**src/rtl/pe_dispatcher.sv**
```systemverilog
// PE job dispatcher: gathers N row/column operand pairs from a valid/ready
// stream, launches one PE job with a single-cycle pe_init strobe, waits for
// completion or timeout, and returns the captured result downstream.
//
// state | meaning
// ------+-----------------------------------------------------------------
// LOAD  | accepting operand beats into pe_row/pe_col, in_ready high
// ISSUE | vectors complete, pe_init high for this single cycle
// WAIT  | job outstanding; pe_rdy ignored on first cycle; timer running
// DRAIN | result held on out_total/out_err with out_valid high

module pe_dispatcher #(
   parameter int N           = 8,
   parameter int DATA_WIDTH  = 16,
   parameter int ACCUM_WIDTH = 2*DATA_WIDTH,
   parameter int TIMEOUT     = 4*N
) (
   input  logic                          clk,
   input  logic                          rst,
   input  logic                          in_valid,
   output logic                          in_ready,
   input  logic signed [DATA_WIDTH-1:0]  in_row_elem,
   input  logic signed [DATA_WIDTH-1:0]  in_col_elem,
   output logic                          pe_init,
   output logic signed [DATA_WIDTH-1:0]  pe_row [0:N-1],
   output logic signed [DATA_WIDTH-1:0]  pe_col [0:N-1],
   input  logic signed [ACCUM_WIDTH-1:0] pe_total,
   input  logic                          pe_rdy,
   input  logic                          pe_err,
   output logic                          out_valid,
   input  logic                          out_ready,
   output logic signed [ACCUM_WIDTH-1:0] out_total,
   output logic                          out_err,
   output logic                          busy
);

   localparam int CNT_W = (N > 1) ? $clog2(N) : 1;
   localparam int TMR_W = $clog2(TIMEOUT + 1);
   localparam logic [CNT_W-1:0] CNT_LAST = CNT_W'(N - 1);
   // Timer is a down-counter: loading TIMEOUT-1 in ISSUE gives exactly
   // TIMEOUT WAIT cycles before the terminal count aborts the job.
   localparam logic [TMR_W-1:0] TMR_LOAD = TMR_W'(TIMEOUT - 1);

   typedef enum logic [1:0] {
      LOAD  = 2'd0,
      ISSUE = 2'd1,
      WAIT  = 2'd2,
      DRAIN = 2'd3
   } state_t;

   state_t           state;
   state_t           state_nxt;
   logic [CNT_W-1:0] cnt;
   logic [TMR_W-1:0] timer;
   logic             wait_first;
   logic             rst_done;
   logic             beat;
   logic             last_beat;
   logic             rdy_ok;
   logic             tmr_tc;

   // Next-state decode and handshake/status outputs.
   always_comb begin
      state_nxt = state;
      in_ready  = (state == LOAD) && rst_done;
      pe_init   = (state == ISSUE);
      out_valid = (state == DRAIN);
      busy      = (state != LOAD) || (cnt != '0);
      beat      = in_valid && in_ready;
      last_beat = beat && (cnt == CNT_LAST);
      rdy_ok    = pe_rdy && !wait_first;
      tmr_tc    = (timer == '0);
      case (state)
         LOAD:    if (last_beat) state_nxt = ISSUE;
         ISSUE:   state_nxt = WAIT;
         WAIT:    if (rdy_ok || tmr_tc) state_nxt = DRAIN;
         DRAIN:   if (out_ready) state_nxt = LOAD;
         default: state_nxt = LOAD;
      endcase
   end

   // State register; in_ready is held off until the cycle after reset release.
   always_ff @(posedge clk) begin
      if (rst) begin
         state    <= LOAD;
         rst_done <= 1'b0;
      end else begin
         state    <= state_nxt;
         rst_done <= 1'b1;
      end
   end

   // Beat counter: wraps to zero on the beat that completes the vectors.
   always_ff @(posedge clk) begin
      if (rst) begin
         cnt <= '0;
      end else if (last_beat) begin
         cnt <= '0;
      end else if (beat) begin
         cnt <= cnt + CNT_W'(1);
      end
   end

   // Operand vectors: only a LOAD beat writes them, so they stay stable for the PE.
   always_ff @(posedge clk) begin
      if (rst) begin
         for (int i = 0; i < N; i++) begin
            pe_row[i] <= '0;
            pe_col[i] <= '0;
         end
      end else if (beat) begin
         pe_row[cnt] <= in_row_elem;
         pe_col[cnt] <= in_col_elem;
      end
   end

   // WAIT timer (saturating down-counter) and first-cycle stale-rdy guard.
   always_ff @(posedge clk) begin
      if (rst) begin
         timer      <= '0;
         wait_first <= 1'b0;
      end else if (state == ISSUE) begin
         timer      <= TMR_LOAD;
         wait_first <= 1'b1;
      end else if (state == WAIT) begin
         wait_first <= 1'b0;
         if (!tmr_tc) timer <= timer - TMR_W'(1);
      end
   end

   // Result capture: PE completion has priority over a coincident timeout.
   always_ff @(posedge clk) begin
      if (rst) begin
         out_total <= '0;
         out_err   <= 1'b0;
      end else if (state == WAIT) begin
         if (rdy_ok) begin
            out_total <= pe_total;
            out_err   <= pe_err;
         end else if (tmr_tc) begin
            out_total <= '0;
            out_err   <= 1'b1;
         end
      end
   end

endmodule
```
**config.mk**
```make
export PLATFORM = sky130hd
export DESIGN_NAME = pe_dispatcher
export DESIGN_NICKNAME = d
export VERILOG_FILES = /design/src/rtl/pe_dispatcher.sv
export SDC_FILE = /design/constraint.sdc
export NUM_CORES = 1
export LEC_CHECK = 0
export BUFFER_PORTS_ARGS = -buffer_cell sky130_fd_sc_hd__buf_2
export CAP_MARGIN = 10
export CORE_ASPECT_RATIO = 0.9
export CORE_UTILIZATION = 54
export DETAILED_ROUTE_END_ITERATION = 16
export GPL_ROUTABILITY_DRIVEN = 1
export MAX_ROUTING_LAYER = met4
export PLACE_DENSITY = 0.88
export SLEW_MARGIN = 15
export SYNTH_ARGS = -nofsm -noshare
export SYNTH_HDL_FRONTEND = slang
export SYNTH_SLANG_ARGS = --single-unit
```
**constraint.sdc**
```tcl
create_clock -name clk -period 3.9 [get_ports clk]
set_input_delay 0.39 -clock clk [delete_from_list [all_inputs] [get_ports clk]]
set_output_delay 0.39 -clock clk [all_outputs]
set_load 0.03 [all_outputs]
```
---- Yosys cells after proc, flatten, opt, wreduce, memory -nomap -nowiden ----
Index checks and enable logic that the tools add are counted.
storage, ports and cells
  output and inout bits ................... 293
  register bits after elaboration ......... 302
  logic and storage cells ................. 76
cells by class
  bitwise operators ....................... 2
  add/sub/neg operators ................... 2
  reduce and logical (&&, ||, !) cells .... 20
  magnitude comparators ................... 2
  equal/unequal tests ..................... 8
  mux-type cells .......................... 18
operators with widths
  cell                                                                           number
  128-bit bitwise mux                                                            2
  32-bit two-way mux                                                             2
  16-bit demux with 3-bit select                                                 1
  16-bit two-way mux                                                             1
  5-bit two-way mux                                                              3
  2-bit case mux with 4 select lines                                             1
  6-bit logical NOT                                                              1
  2-bit two-way mux                                                              3
  2-bit != test (second input constant)                                          3
  2-bit AND reduction                                                            3
  2-bit nonzero test                                                             3
  6-bit by 1-bit subtractor with 6-bit output (second input constant)            1
  1-bit logical AND                                                              5
  1-bit two-way mux                                                              5
  2-bit == test (second input constant)                                          2
  4-bit >= comparator (second input constant)                                    1
  4-bit by 1-bit less-than comparator with 1-bit output (second input constant)  1
  3-bit inverter with 4-bit output                                               1
  2-bit OR reduction                                                             2
  3-bit by 1-bit adder with 3-bit output (second input constant)                 1
  3-bit == test (second input constant)                                          1
  3-bit AND reduction                                                            1
  3-bit nonzero test                                                             1
  2-bit by 1-bit == test with 1-bit output (second input constant)               1
  5 further kinds                                                                6

---- Logic depth before layout (Yosys ltp) ----
  depth in word-level cells ............... 6
  depth in mapped cells ................... 8
  depth with buffers taken out ............ 6

---- Worst setup path before layout ----
No wires, ideal clock.
  path type ............................... register -> register
  start point ............................. reg state[0]
  end point ............................... reg pe_row[82] (netlist bit)
  library setup time ...................... 0.132 ns
  cell stages (with the launch flop) ...... 9
  data required time ...................... 3.768 ns
  arrival time ............................ 1.600 ns
  setup slack ............................. 2.168 ns
  period minus slack after synthesis ...... 1.732 ns
  cells stage by stage .................... dfxtp_1 > inv_1 > ha_1 > nand4_1 > or3_1 > clkbuf_1 > buf_2 > nand2_1 > a21oi_1
between the ends
  cells in the longest elaborated chain, start to end .. 3
RTL lines
  element                        line  RTL
  start, declared                51    state_t state;
  start signal, assigned         88    state <= state_nxt;
  2-bit logical NOT              65    in_ready = (state == LOAD) && rst_done;
  1-bit logical AND              65
  1-bit logical AND              69    beat = in_valid && in_ready;
  end signal, assigned by index  112   pe_row[cnt] <= in_row_elem;
  end, declared                  25    output logic signed [DATA_WIDTH-1:0] pe_row [0:N-1],
No other way between the ends.
A chain may end at the register's enable or synchronous reset.

---- Final worst setup path ----
  start point ............................. reg state[0]
  end point ............................... reg pe_col[104] (netlist bit)
between the ends
  cells in the longest elaborated chain, start to end .. 3
RTL lines
  element                        line  RTL
  2-bit logical NOT              65
  1-bit logical AND              65
  1-bit logical AND              69
  end signal, assigned by index  113   pe_col[cnt] <= in_col_elem;
  end, declared                  26    output logic signed [DATA_WIDTH-1:0] pe_col [0:N-1],
No other way between the ends.

==> run metrics <==
status finished clean; Setup WS post-layout roughly 1100 ps; buffers inserted by post-CTS timing repair 0; CTS resizes 0; Cell Count, Final, Fillers Out around 1,900; Die Area about 20,000 um2; Vias/cell about 5.6; I/O pin count about 360; Area growth syn-to-layout 25.2%; initial core utilization a little under three fifths; P_leak roughly 0.0057 uW; unrepaired setup endpoints after global routing no; most common cell in the synthesized netlist nand2_1; Seq/Total Area, Yosys 56.0%; routed length per instance roughly 18 um; fmax about 0.36 GHz; Final ANT Viol Nets 0; Skew-Pair Late Insertion Delay about 550 ps; Min-Delay Endpoint out_total[4]; port bufs 362; max_cap viols 0; Syn Inst Count about 1,300; placement row count 48; Synth Area in Adders under 10%; Vias about 11,000; Place WS roughly 1200 ps; Crit Reg-Reg Endpoint pe_col[104]; Final Max Slew Viols 0; Final min period approximately 2800 ps; Layout Skew roughly 11 ps; worst min path class in -> reg; dpl hpwl roughly 23,000 um; number of CTS-inserted buffers 30; post-placement cell count around 1,800; CP Capture Type flop; final hold vios 0; first-pass GRT wire length 50,300 um; vias in the first global route around 9,400; CTS tree built; die width 151 um; Clock Root Buffer clkbuf_16; leading area contributor after synthesis dfxtp_1; wl on met1 13,100 um; Compound-Gate Fraction of Synth Area between 10% and 20%; Hold Path Depth 2; hold buffer count at cts 0; Synth area leaders dfxtp_1 (56%), nand2_1 (18%), a21oi_1 (12%), buf_2 (3.3%), a32o_1 (3.0%); period utilization approximately 72%; Max IR drop VDD around 0.00033 V; Post-synth EDFFs 0; DR top layer met4; FF-to-FF Start state[0]; main combinational cell family by area after synthesis simple AND/OR/NAND/NOR gates; Netlist cell types 34; Core Region 19,400 um2; setup TNS 0 ps; clk slew on worst S/H paths ~60 ps; DR DRC count 0; synthesis-stage register bit count ~300; Crit path arrival time 3280 ps; GRT Total Usage approximately a third; GPL Wtd Cong 0.860; Worst-Margin Slew roughly 1200 ps; die height around 140 um; DR WL met3 approximately 3500 um; Yosys top cell area share a little under three fifths; DR pass1 iterations 5; crit start category flop; Post-Syn Area ~11,000 um2; Avg Cell Area, Syn about 8.1 um2; power per standard cell area 467 nW/um2; NumNets Final ~1,700; yosys warns 0; async set-reset flop share out of synthesis 0%; simple-gate share of the synthesized area 20.8%; WL final around 35,000 um; post-synthesis mux area share less than 1%; Synth Area in XOR/XNOR 0%; Setup Viol. Count Final 0; kind of critical path reg -> reg; Synthesized Nets roughly 1,400; Slew headroom 19.3%; CP required 4360 ps; ant diodes 0; HP Start pe_total[4]; FF-to-FF setup slack around 1100 ps; antenna violations before repair 0; worst-path fanout max 18; Sink Count roughly 300; DR iter-0 viols 830; met2 WL between 15,000 and 20,000 um; Synth top cells by count nand2_1 (519), dfxtp_1 (302), a21oi_1 (264); total power around 6300 uW; share of layout cells above drive strength 1 27.2%; grt ovf 0; R2R depth 7; Main synth FF type dfxtp_1; H-Tree Depth 1; Max clock buf depth 3; largest net degree at the start of global routing 120
flip-flops by register name, summed over array words and instances, names as in the netlist:
name	flops
out_err	1
pe_col	128
state	2
rst_done	1
cnt	3
out_total	32
timer	6
pe_row	128
wait_first	1
cells by family (layout without fill, tap and decap cells):
family	Yosys count	count (layout)
buffers and inverters	141	444
AOI/OAI and AO/OA	307	307
and+or+nand+nor	566	566
adders and majority gates	9	9
DFF	302	302
muxes	5	5
layout make-up:
class | count | area, um2
fill | 1507 | 5880
timing repair buffer | 378 | 1940
multi-input combinational | 887 | 4170
sequential | 302 | 6050
clock inverter | 17 | 160
tap | 250 | 313
clock buffer | 39 | 845
inverter | 10 | 37.5
routing by layer:
| metal | up-vias | global-route usage [%] |
|---|---|---|
| li1 | 4899 | - |
| met1 | 4926 | 39.0 |
| met2 | 589 | 51.1 |
| met3 | 159 | 7.48 |
| met4 | 0 | 17.2 |
| met5 | - | - |
worst max-delay path by stage:
stage,start,end,slack (ps),depth (start not counted)
finish,state[0],pe_col[104],1090,7
global route,state[0],pe_row[37],920,6
CTS,state[0],pe_col[104],1140,7
detailed placement,state[0],pe_row[34],1160,6
global placement,cnt[1],pe_row[88],1270,4
floorplan,state[0],pe_row[82],2170,8
worst max-delay path, cell delays in order, from the launching register on:
cell and delay, ps:
dfxtp_1 330, inv_1 100, ha_1 250, nand3_1 550, nor3_4 840, buf_4 380, nand2_1 100, a21oi_1 170
power by group:
group,leakage (uW),switching [uW],internal (uW)
Clock,0.000491,1220,1660
Combinational,0.00281,239,70.3
Sequential,0.00244,16.4,3110
stage by stage:
step | util [%] | cell area [um2] | hold slack [ps]
finish | 69.7 | 13500 | 51.0
global route | 69.7 | 13500 | 43.7
CTS | 69.6 | 13500 | 38.4
detailed placement | 64.5 | 12500 | 443
global placement | 64.5 | 12500 | 438
floorplan | - | 10800 | 451
layout by cell type (no fill, tap or decap), drive strengths merged:
| cell type | Yosys | layout |
|---|---|---|
| nand2 | 519 | 519 |
| buf | 72 | 377 |
| dfxtp | 302 | 302 |
| a21oi | 264 | 264 |
| clkbuf | 59 | 40 |
| a32o | 32 | 32 |
| clkinv | 1 | 12 |
| nor2 | 10 | 10 |
| nor3 | 10 | 10 |
| inv | 9 | 9 |
| ha | 9 | 9 |
| mux2i | 5 | 5 |
| or3 | 5 | 5 |
| or2 | 5 | 5 |
| nand2b | 4 | 4 |
| clkinvlp | 0 | 4 |
| o21ai | 4 | 4 |
| nand4 | 2 | 2 |
| nand3 | 2 | 2 |
| a221oi | 2 | 2 |
| nor3b | 2 | 2 |
| bufinv | 0 | 2 |
| nor4 | 2 | 2 |
| and2 | 1 | 1 |
| nand3b | 1 | 1 |
| or4 | 1 | 1 |
| o21a | 1 | 1 |
| o41ai | 1 | 1 |
| a22oi | 1 | 1 |
| o31ai | 1 | 1 |
| nor2b | 1 | 1 |
| a211oi | 1 | 1 |
| and3 | 1 | 1 |
No activity file was read; power rests on OpenSTA's default activity.
